File: config.mk
export PLATFORM = sky130hd
export DESIGN_NAME = cnn_frame_sequencer
export DESIGN_NICKNAME = d
export VERILOG_FILES = /design/src/rtl/cnn_pkg.sv /design/src/rtl/cnn_frame_sequencer.sv
export SDC_FILE = /design/constraint.sdc
export NUM_CORES = 1
export LEC_CHECK = 0
export CELL_PAD_IN_SITES_DETAIL_PLACEMENT = 0
export CELL_PAD_IN_SITES_GLOBAL_PLACEMENT = 1
export CORE_MARGIN = 2
export CORE_UTILIZATION = 37
export CTS_CLUSTER_DIAMETER = 40
export DETAILED_ROUTE_END_ITERATION = 8
export GPL_TIMING_DRIVEN = 0
export PLACE_DENSITY_LB_ADDON = 0.3
export RECOVER_POWER = 100
export SLEW_MARGIN = 20
export SYNTH_ARGS = -nofsm -noshare
export SYNTH_HDL_FRONTEND = slang
export SYNTH_SLANG_ARGS = --single-unit
File: constraint.sdc
create_clock -name clk -period 1.7 [get_ports clk]
set_input_delay 0.255 -clock clk [delete_from_list [all_inputs] [get_ports clk]]
set_output_delay 0.255 -clock clk [all_outputs]
set_load 0.03 [all_outputs]
File: src/rtl/cnn_pkg.sv
// cnn_pkg: definitions shared by the CNN frame sequencer and its bench.
//   state_t          - frame sequencer FSM states
//   IMG_PIXELS_DEF   - default pixels per frame (28x28)
//   RST_CYCLES_DEF   - default cycles the core soft reset is held low
//   TIMEOUT_DEF      - default DRAIN cycles allowed before giving up
//   DEC_W            - width of the core class decision
package cnn_pkg;

    localparam int IMG_PIXELS_DEF = 784;
    localparam int RST_CYCLES_DEF = 4;
    localparam int TIMEOUT_DEF    = 4096;
    localparam int DEC_W          = 4;

    typedef enum logic [2:0] {
        S_IDLE,
        S_CRST,
        S_WBLD,
        S_STREAM,
        S_DRAIN
    } state_t;

endpackage

File: src/rtl/cnn_frame_sequencer.sv
// cnn_frame_sequencer: runs one inference of the ternary CNN core per start.
// Soft-resets the core, pulses the conv2 weight/bias latch, streams one frame
// of pixels back-to-back, then waits for the first decision, supervising
// for host underrun and core timeout.
//   clk, rst_n          - clock, asynchronous active-low reset
//   start, abort        - begin a frame (IDLE only) / return to IDLE
//   busy                - high whenever not IDLE
//   pix_data/valid/ready- host pixel stream (ready only while streaming)
//   core_rst_n          - soft reset to the core, active low
//   core_data           - pixel to the core, one cycle after acceptance
//   core_wb_load        - one-cycle conv2 weight/bias latch pulse
//   core_decision/valid - class output from the core
//   result/result_valid - captured class and its one-cycle strobe
//   err_underrun/timeout- sticky error flags, cleared by an accepted start
//   frame_cnt           - completed frames, wrapping
module cnn_frame_sequencer
    import cnn_pkg::*;
#(
    parameter int IMG_PIXELS   = IMG_PIXELS_DEF,
    parameter int PIX_CNT_BITS = 10,
    parameter int RST_CYCLES   = RST_CYCLES_DEF,
    parameter int TIMEOUT      = TIMEOUT_DEF,
    parameter int TO_BITS      = 13
) (
    input  logic             clk,
    input  logic             rst_n,
    input  logic             start,
    input  logic             abort,
    output logic             busy,
    input  logic [7:0]       pix_data,
    input  logic             pix_valid,
    output logic             pix_ready,
    output logic             core_rst_n,
    output logic [7:0]       core_data,
    output logic             core_wb_load,
    input  logic [DEC_W-1:0] core_decision,
    input  logic             core_valid,
    output logic [DEC_W-1:0] result,
    output logic             result_valid,
    output logic             err_underrun,
    output logic             err_timeout,
    output logic [15:0]      frame_cnt
);

    localparam int RST_BITS = (RST_CYCLES > 1) ? $clog2(RST_CYCLES) : 1;

    localparam logic [RST_BITS-1:0]     RST_LAST = RST_BITS'(RST_CYCLES - 1);
    localparam logic [PIX_CNT_BITS-1:0] PIX_LAST = PIX_CNT_BITS'(IMG_PIXELS - 1);
    localparam logic [TO_BITS-1:0]      TO_LAST  = TO_BITS'(TIMEOUT - 1);

    state_t                  state;
    logic [RST_BITS-1:0]     rst_cnt;
    logic [PIX_CNT_BITS-1:0] pix_cnt;
    logic [TO_BITS-1:0]      to_cnt;

    // busy and pix_ready are registered alongside every state change so they
    // always describe the state being entered, not the one being left.
    // NOTE: all state and outputs here are sequential, so every assignment in
    // this block is non-blocking; blocking here would race with readers.
    always_ff @(posedge clk or negedge rst_n) begin
        if (!rst_n) begin
            state        <= S_IDLE;
            rst_cnt      <= '0;
            pix_cnt      <= '0;
            to_cnt       <= '0;
            busy         <= 1'b0;
            pix_ready    <= 1'b0;
            core_rst_n   <= 1'b0;
            core_data    <= 8'd0;
            core_wb_load <= 1'b0;
            result       <= '0;
            result_valid <= 1'b0;
            err_underrun <= 1'b0;
            err_timeout  <= 1'b0;
            frame_cnt    <= 16'd0;
        end else begin
            // Single-cycle strobes default low and are raised only where needed.
            result_valid <= 1'b0;
            core_wb_load <= 1'b0;

            if (abort) begin
                state      <= S_IDLE;
                rst_cnt    <= '0;
                pix_cnt    <= '0;
                to_cnt     <= '0;
                busy       <= 1'b0;
                pix_ready  <= 1'b0;
                core_data  <= 8'd0;
                // A core mid-frame is left in an unknown state; reset it once.
                core_rst_n <= (state == S_IDLE);
            end else begin
                unique case (state)
                    S_IDLE: begin
                        core_rst_n <= 1'b1;
                        core_data  <= 8'd0;
                        if (start) begin
                            err_underrun <= 1'b0;
                            err_timeout  <= 1'b0;
                            rst_cnt      <= RST_LAST;
                            core_rst_n   <= 1'b0;
                            busy         <= 1'b1;
                            state        <= S_CRST;
                        end
                    end
                    S_CRST: begin
                        if (rst_cnt == '0) begin
                            core_rst_n   <= 1'b1;
                            core_wb_load <= 1'b1;
                            state        <= S_WBLD;
                        end else begin
                            rst_cnt <= rst_cnt - 1'b1;
                        end
                    end
                    S_WBLD: begin
                        pix_cnt   <= '0;
                        pix_ready <= 1'b1;
                        state     <= S_STREAM;
                    end
                    S_STREAM: begin
                        if (!pix_valid) begin
                            // conv1 has no input valid, so a gap corrupts the
                            // frame: flag it and reset the core.
                            err_underrun <= 1'b1;
                            core_rst_n   <= 1'b0;
                            core_data    <= 8'd0;
                            pix_cnt      <= '0;
                            pix_ready    <= 1'b0;
                            busy         <= 1'b0;
                            state        <= S_IDLE;
                        end else begin
                            core_data <= pix_data;
                            if (pix_cnt == PIX_LAST) begin
                                pix_cnt   <= '0;
                                to_cnt    <= '0;
                                pix_ready <= 1'b0;
                                state     <= S_DRAIN;
                            end else begin
                                pix_cnt <= pix_cnt + 1'b1;
                            end
                        end
                    end
                    S_DRAIN: begin
                        core_data <= 8'd0;
                        // Capture is tested first so it wins over a timeout
                        // expiring in the same cycle.
                        if (core_valid) begin
                            result       <= core_decision;
                            result_valid <= 1'b1;
                            frame_cnt    <= frame_cnt + 16'd1;
                            to_cnt       <= '0;
                            busy         <= 1'b0;
                            state        <= S_IDLE;
                        end else if (to_cnt == TO_LAST) begin
                            err_timeout <= 1'b1;
                            to_cnt      <= '0;
                            busy        <= 1'b0;
                            state       <= S_IDLE;
                        end else begin
                            to_cnt <= to_cnt + 1'b1;
                        end
                    end
                    default: begin
                        busy      <= 1'b0;
                        pix_ready <= 1'b0;
                        state     <= S_IDLE;
                    end
                endcase
            end
        end
    end

endmodule
# Yosys cells after proc, flatten, opt, wreduce, memory -nomap -nowiden
# Index checks and enable logic that the tools add are counted.
[totals] ff_bits=63 out_inout_bits=35 word_cells=111
[op_classes] n_reduce_logical=21 add_sub_neg=4 n_mux=51 n_bitwise=1 n_eq_ne=20
[ops] cell="$mux W13" n=5
[ops] cell="$mux W10" n=3
[ops] cell="$pmux W13 S2" n=1
[ops] cell="$mux W1" n=21
[ops] cell="$mux W3" n=7
[ops] cell="$pmux W10 S2" n=1
[ops] cell="$ne A3 B3 Y1 const B" n=6
[ops] cell="$add A16 B1 Y16 const B" n=1
[ops] cell="$mux W8" n=2
[ops] cell="$pmux W8 S2" n=1
[ops] cell="$pmux W3 S5" n=1
[ops] cell="$add A13 B1 Y13 const B" n=1
[ops] cell="$eq A13 B12 Y1 const B" n=1
[ops] cell="$reduce_and A3 Y1" n=4
[ops] cell="$reduce_and A4 Y1" n=3
[ops] cell="$reduce_bool A3 Y1" n=4
[ops] cell="$add A10 B1 Y10 const B" n=1
[ops] cell="$eq A10 B10 Y1 const B" n=1
[ops] cell="$ne A2 B2 Y1 const B" n=4
[ops] cell="$ne A4 B4 Y1 const B" n=2
[ops] cell="$eq A3 B2 Y1 const B" n=2
[ops] cell="$mux W2" n=3
[ops] cell="$pmux W1 S3" n=2
[ops] cell="$reduce_and A5 Y1" n=1
[ops] cell="15 further kinds" n=19

# Longest topological paths before layout
[logic_depth] depth_word=5 depth_mapped=6 mapped_depth_nobuf=6

# Worst setup path before layout
# OpenSTA, ideal clock, no wires.
[synth_path] path_type="register to register" startpoint="reg to_cnt[0]" endpoint="reg to_cnt[3]" path_buffers=1 synth_period_minus_slack_ns=1.586 stages_incl_launch_ff=7 arrival_ns=1.504 slack_ns=0.114 setup_time_ns=0.082 cell_sequence="dfrtp_1 > ha_1 > and4_1 > nand4_1 > clkbuf_1 > nand3_1 > a31oi_1"
[synth_between] elab_chain_len=5 elab_cells_between_ends=6 cone_classes="add/sub (1); eq/ne (1); mux (4)"
[synth_rtl] element="start: declaration" line="cnn_frame_sequencer.sv:54" rtl="logic [TO_BITS-1:0] to_cnt;"
[synth_rtl] element="start signal: assignment" line="cnn_frame_sequencer.sv:159" rtl="to_cnt <= to_cnt + 1'b1;"
[synth_rtl] element="$add A13 B1 Y13 / $eq A13 B12 Y1 (equally long branches)" line="cnn_frame_sequencer.sv:159, cnn_frame_sequencer.sv:153"
[synth_rtl] element="$mux W13 (*)" line="cnn_frame_sequencer.sv:153" rtl="end else if (to_cnt == TO_LAST) begin"
[synth_rtl] element="$mux W13 (*)" line="cnn_frame_sequencer.sv:146" rtl="if (core_valid) begin"
[synth_rtl] element="$pmux W13 S2 (*)" line="cnn_frame_sequencer.sv:92" rtl="unique case (state)"
[synth_rtl] element="$mux W13 (*)" line="cnn_frame_sequencer.sv:81" rtl="if (abort) begin"
# Mark *: on every way between the ends. The rest lies on a longest branch, timed or not.
# A chain may end at the register's enable or synchronous reset.

# Worst setup path in the final report
[layout_path] startpoint="reg state[1]" endpoint="reg result[1]"
[layout_between] elab_chain_len=2
[layout_rtl] element="start: declaration" line="cnn_frame_sequencer.sv:51" rtl="state_t state;"
[layout_rtl] element="start signal: assignment" line="cnn_frame_sequencer.sv:62" rtl="state <= S_IDLE;"
[layout_rtl] element="start signal: assignment" line="cnn_frame_sequencer.sv:82" rtl="state <= S_IDLE;"
[layout_rtl] element="start signal: assignment" line="cnn_frame_sequencer.sv:102" rtl="state <= S_CRST;"
[layout_rtl] element="$eq A3 B3 Y1" line="cnn_frame_sequencer.sv:92"
[layout_rtl] element="$reduce_and A3 Y1 (no line)"
[layout_rtl] element="end signal: assignment" line="cnn_frame_sequencer.sv:147" rtl="result <= core_decision;"
[layout_rtl] element="end: declaration" line="cnn_frame_sequencer.sv:38" rtl="output logic [DEC_W-1:0] result,"
# Every way passes these cells.

==> results.toml <==
[synthesis]
synth_top_cells_by_count = "dfrtp_1 (63), nand2_1 (26), nand3_1 (22), nor2_1 (19)"
ys_ff_latch = 63
synth_most_common_cell = "dfrtp_1"
synthTopCellsByArea = "dfrtp_1 (50%), xor2_1 (3.6%), nand3_1 (3.5%)"
yosys_most_used_dff = "dfrtp_1"
synthArstFlopShare = 1.00
yosysUniqueCellTypes = 55
synth_top_cell_area_share = 0.496
syn-cell-area_mm2 = 0.00318
avgSynthCellArea_um2 = 10.3
ys_seq_area_frac = 0.496
ys.warnings.count = 0
synth_top_area_cell = "dfrtp_1"
synth_edf_count = 0
syn_nets = 331
syn_inst = 309

[setup_path]
reg2reg_depth = 6
cp_common_cell = "buf_6"
critPathBufInv = 3
cp.arrival_ns = 1.90
crit_cells = 6
critPathCaptureType = "flop"
slowest_delay_ns = 0.39
crit_path_top_delay_cell = "dfrtp_1"
cp.required_ns = 1.93
worstPathMaxFanout = 8
crit_type = "reg -> reg"
crit_chain = "buf_6 > nor4b_4 > buf_4 > and2_4 > buf_6 > mux2_1"
path_delay_family = "buffers and inverters"
startpoint_type = "flop"

[final_layout]
seqCellArea_mm2 = 0.00158
diodes = 0
final_nets = 418
syn_to_final_growth_pct = 37.6
multi_input_area_mm2 = 0.00156
drive_gt1_frac = 0.204
final_cell_count_no_fill = 506
fillers = 748
final_area_mm2 = 0.00437

[pwr]
p_total_mw = 3.58
swShare = 0.275
share_comb_of_total_power = 0.139
vdd_drop_max_uv = 540
intPower_mw = 2.60
pwr-share-seq = 0.438
leakage_nw = 2.03
pwr-share-clk = 0.424
cellPowerDensity_mw_per_mm2 = 819
p_sw_mw = 0.984

[global_routing]
grt_start_max_net_pins = 34
use_met3 = 0.0491
grt_pass1_vias = 2750
grt_use_total = 0.175
use_met2 = 0.285
antenna_found_initial = 0
grt_pass1_wl_mm = 13.4
gr-usage-met1 = 0.223
grt_busiest_layer = "met2"
grt-ovfl-total = 0

[timing]
worst_pin_slew_ns = 0.829
fmax_ghz = 0.601
final.min_clock_period_ns = 1.66
setup_violations = 0
grt_setup_unrepaired = "yes"
drv_slew = 0
skew_ns = 0.00863
relSlewSlack = 0.447
finalHoldViolCount = 0
holdWs_ns = 0.469
fin_crit_sh = 0.979

[place]
dp_hpwl_mm = 5.32
dp_cells = 467
placed_area_mm2 = 0.00384
gp_congestion = 0.775
numPortBuffers = 52

[cts]
clock_path_buffers = 2
cts_buffers = 9
clkTransAtPathRegs_ns = 0.08
cts_tree = "yes"
cts.sinks = 63
htree_levels = 3
clkLatencyLatePin_ns = 0.36
root_buffer = "clkbuf_8"

[floorplan]
die-area_mm2 = 0.00934
initial_core_util = 0.385
core_mm2 = 0.00826
die_y_um = 96.6
num_io_pins = 53
rows = 33
dieWidth_um = 96.6

[detailed_routing]
ant_nets = 0
wl_per_cell_um = 15.5
dr.pass1.iters = 4
viasPerCell = 5.41
via_count = 2739
dr.first_iter.drc_count = 105
drc_errors = 0
finalWirelength_mm = 7.86

[worst_hold_path]
hold_depth = 1
holdCritPathClass = "reg -> reg"

[job]
maxCapViolCount = 0

[run_status]
status = "complete, no violations"
[cell type report]
cell class | instances | area share
Sequential cell | 63 | 0.361
Multi-Input combinational cell | 218 | 0.358
Timing Repair Buffer | 76 | 0.162
Tap cell | 105 | 0.0301
Clock buffer | 9 | 0.0284
Buffer | 14 | 0.0258
Clock inverter | 7 | 0.0235
Inverter | 14 | 0.0120
[power by group through the flow]
stage          Combinational, mW  Clock (mW)  Sequential, mW
2_1_floorplan              0.211           0            1.65
3_3_place_gp               0.446           0            1.59
3_5_place_dp               0.459           0            1.60
4_1_cts                    0.474        1.56            1.57
5_1_grt                    0.544        1.62            1.57
6_report                   0.496        1.52            1.57
[final timing paths]
kind                               start       endpoint  slack [ns]
max in group asynchronous          rst_n   result_valid        0.51
hold reg to reg            frame_cnt[15]  frame_cnt[15]        0.47
setup reg to reg                state[1]      result[1]        0.04
min in group asynchronous          rst_n     rst_cnt[1]        0.53
hold / removal             frame_cnt[15]  frame_cnt[15]        0.47
setup / recovery                state[1]      result[1]        0.04
[placed cells by master (no fill, tap or decap), drive strengths merged, types with 6 or more instances in the layout]
cell type	instances
a21oi	7
a22o	9
a31oi	14
and3	6
and4	6
buf	36
clkbuf	12
clkdlybuf4s50	33
dfrtp	63
dlygate4sd2	14
inv	18
mux2	6
nand2	27
nand3	23
nand4	8
nor2	20
nor3	7
o21ai	13
xnor2	7
xor2	13
[routing by layer]
metal | vias up | wire length, µm
met1 | 1369 | 3570
met2 | 50 | 3940
met4 | 0 | 107
met5 | - | 0
li1 | 1311 | -
met3 | 9 | 246
[worst reg2reg max path, stage by stage, from the launching register on]
cell and delay [ns]:
dfrtp_1 0.39, buf_6 0.13, nor4b_4 0.25, buf_4 0.18
and2_4 0.14, buf_6 0.13, mux2_1 0.32
[cell families (layout without fill, tap and decap cells)]
kind of cell               Yosys count  count (layout)  synth area share
muxes                                8               8            0.0276
buffers and inverters               28             120            0.0453
xor gates and xnor gates            20              20            0.0552
and+or+nand+nor                    120             120             0.214
adders and majority gates            4               4            0.0158
AOI/OAI and AO/OA                   66              66             0.146
DFF                                 63              63             0.496
[flip-flops by register name, summed over array words and instances (netlist names), 2 cells and up]
register / flops
rst_cnt: 2
to_cnt: 13
result: 4
pix_cnt: 10
state: 3
core_data: 8
frame_cnt: 16
[per-stage QoR]
step / setup slack, ns / util / setup TNS (ns)
3_5_place_dp: -0.357 / 0.466 / -11.51
4_1_cts: -0.0736 / 0.508 / -0.729
2_1_floorplan: 0.114 / - / 0
6_report: 0.0359 / 0.529 / 0
5_1_grt: -0.0294 / 0.529 / -0.247
3_3_place_gp: -1.81 / 0.463 / -123.75
[timing repair]
| action | in CTS | in global routing |
|---|---|---|
| setup endpoints to repair | 41 | 48 |
| cloned | 1 | 1 |
| setup buffers | 8 | 12 |
| hold buffers | 1 | 0 |
| endpoints found under the hold margin | 30 | 0 |
| pin swaps | 5 | 4 |
| gates resized for setup | 31 | 25 |
No activity file was read; power rests on OpenSTA's default activity.
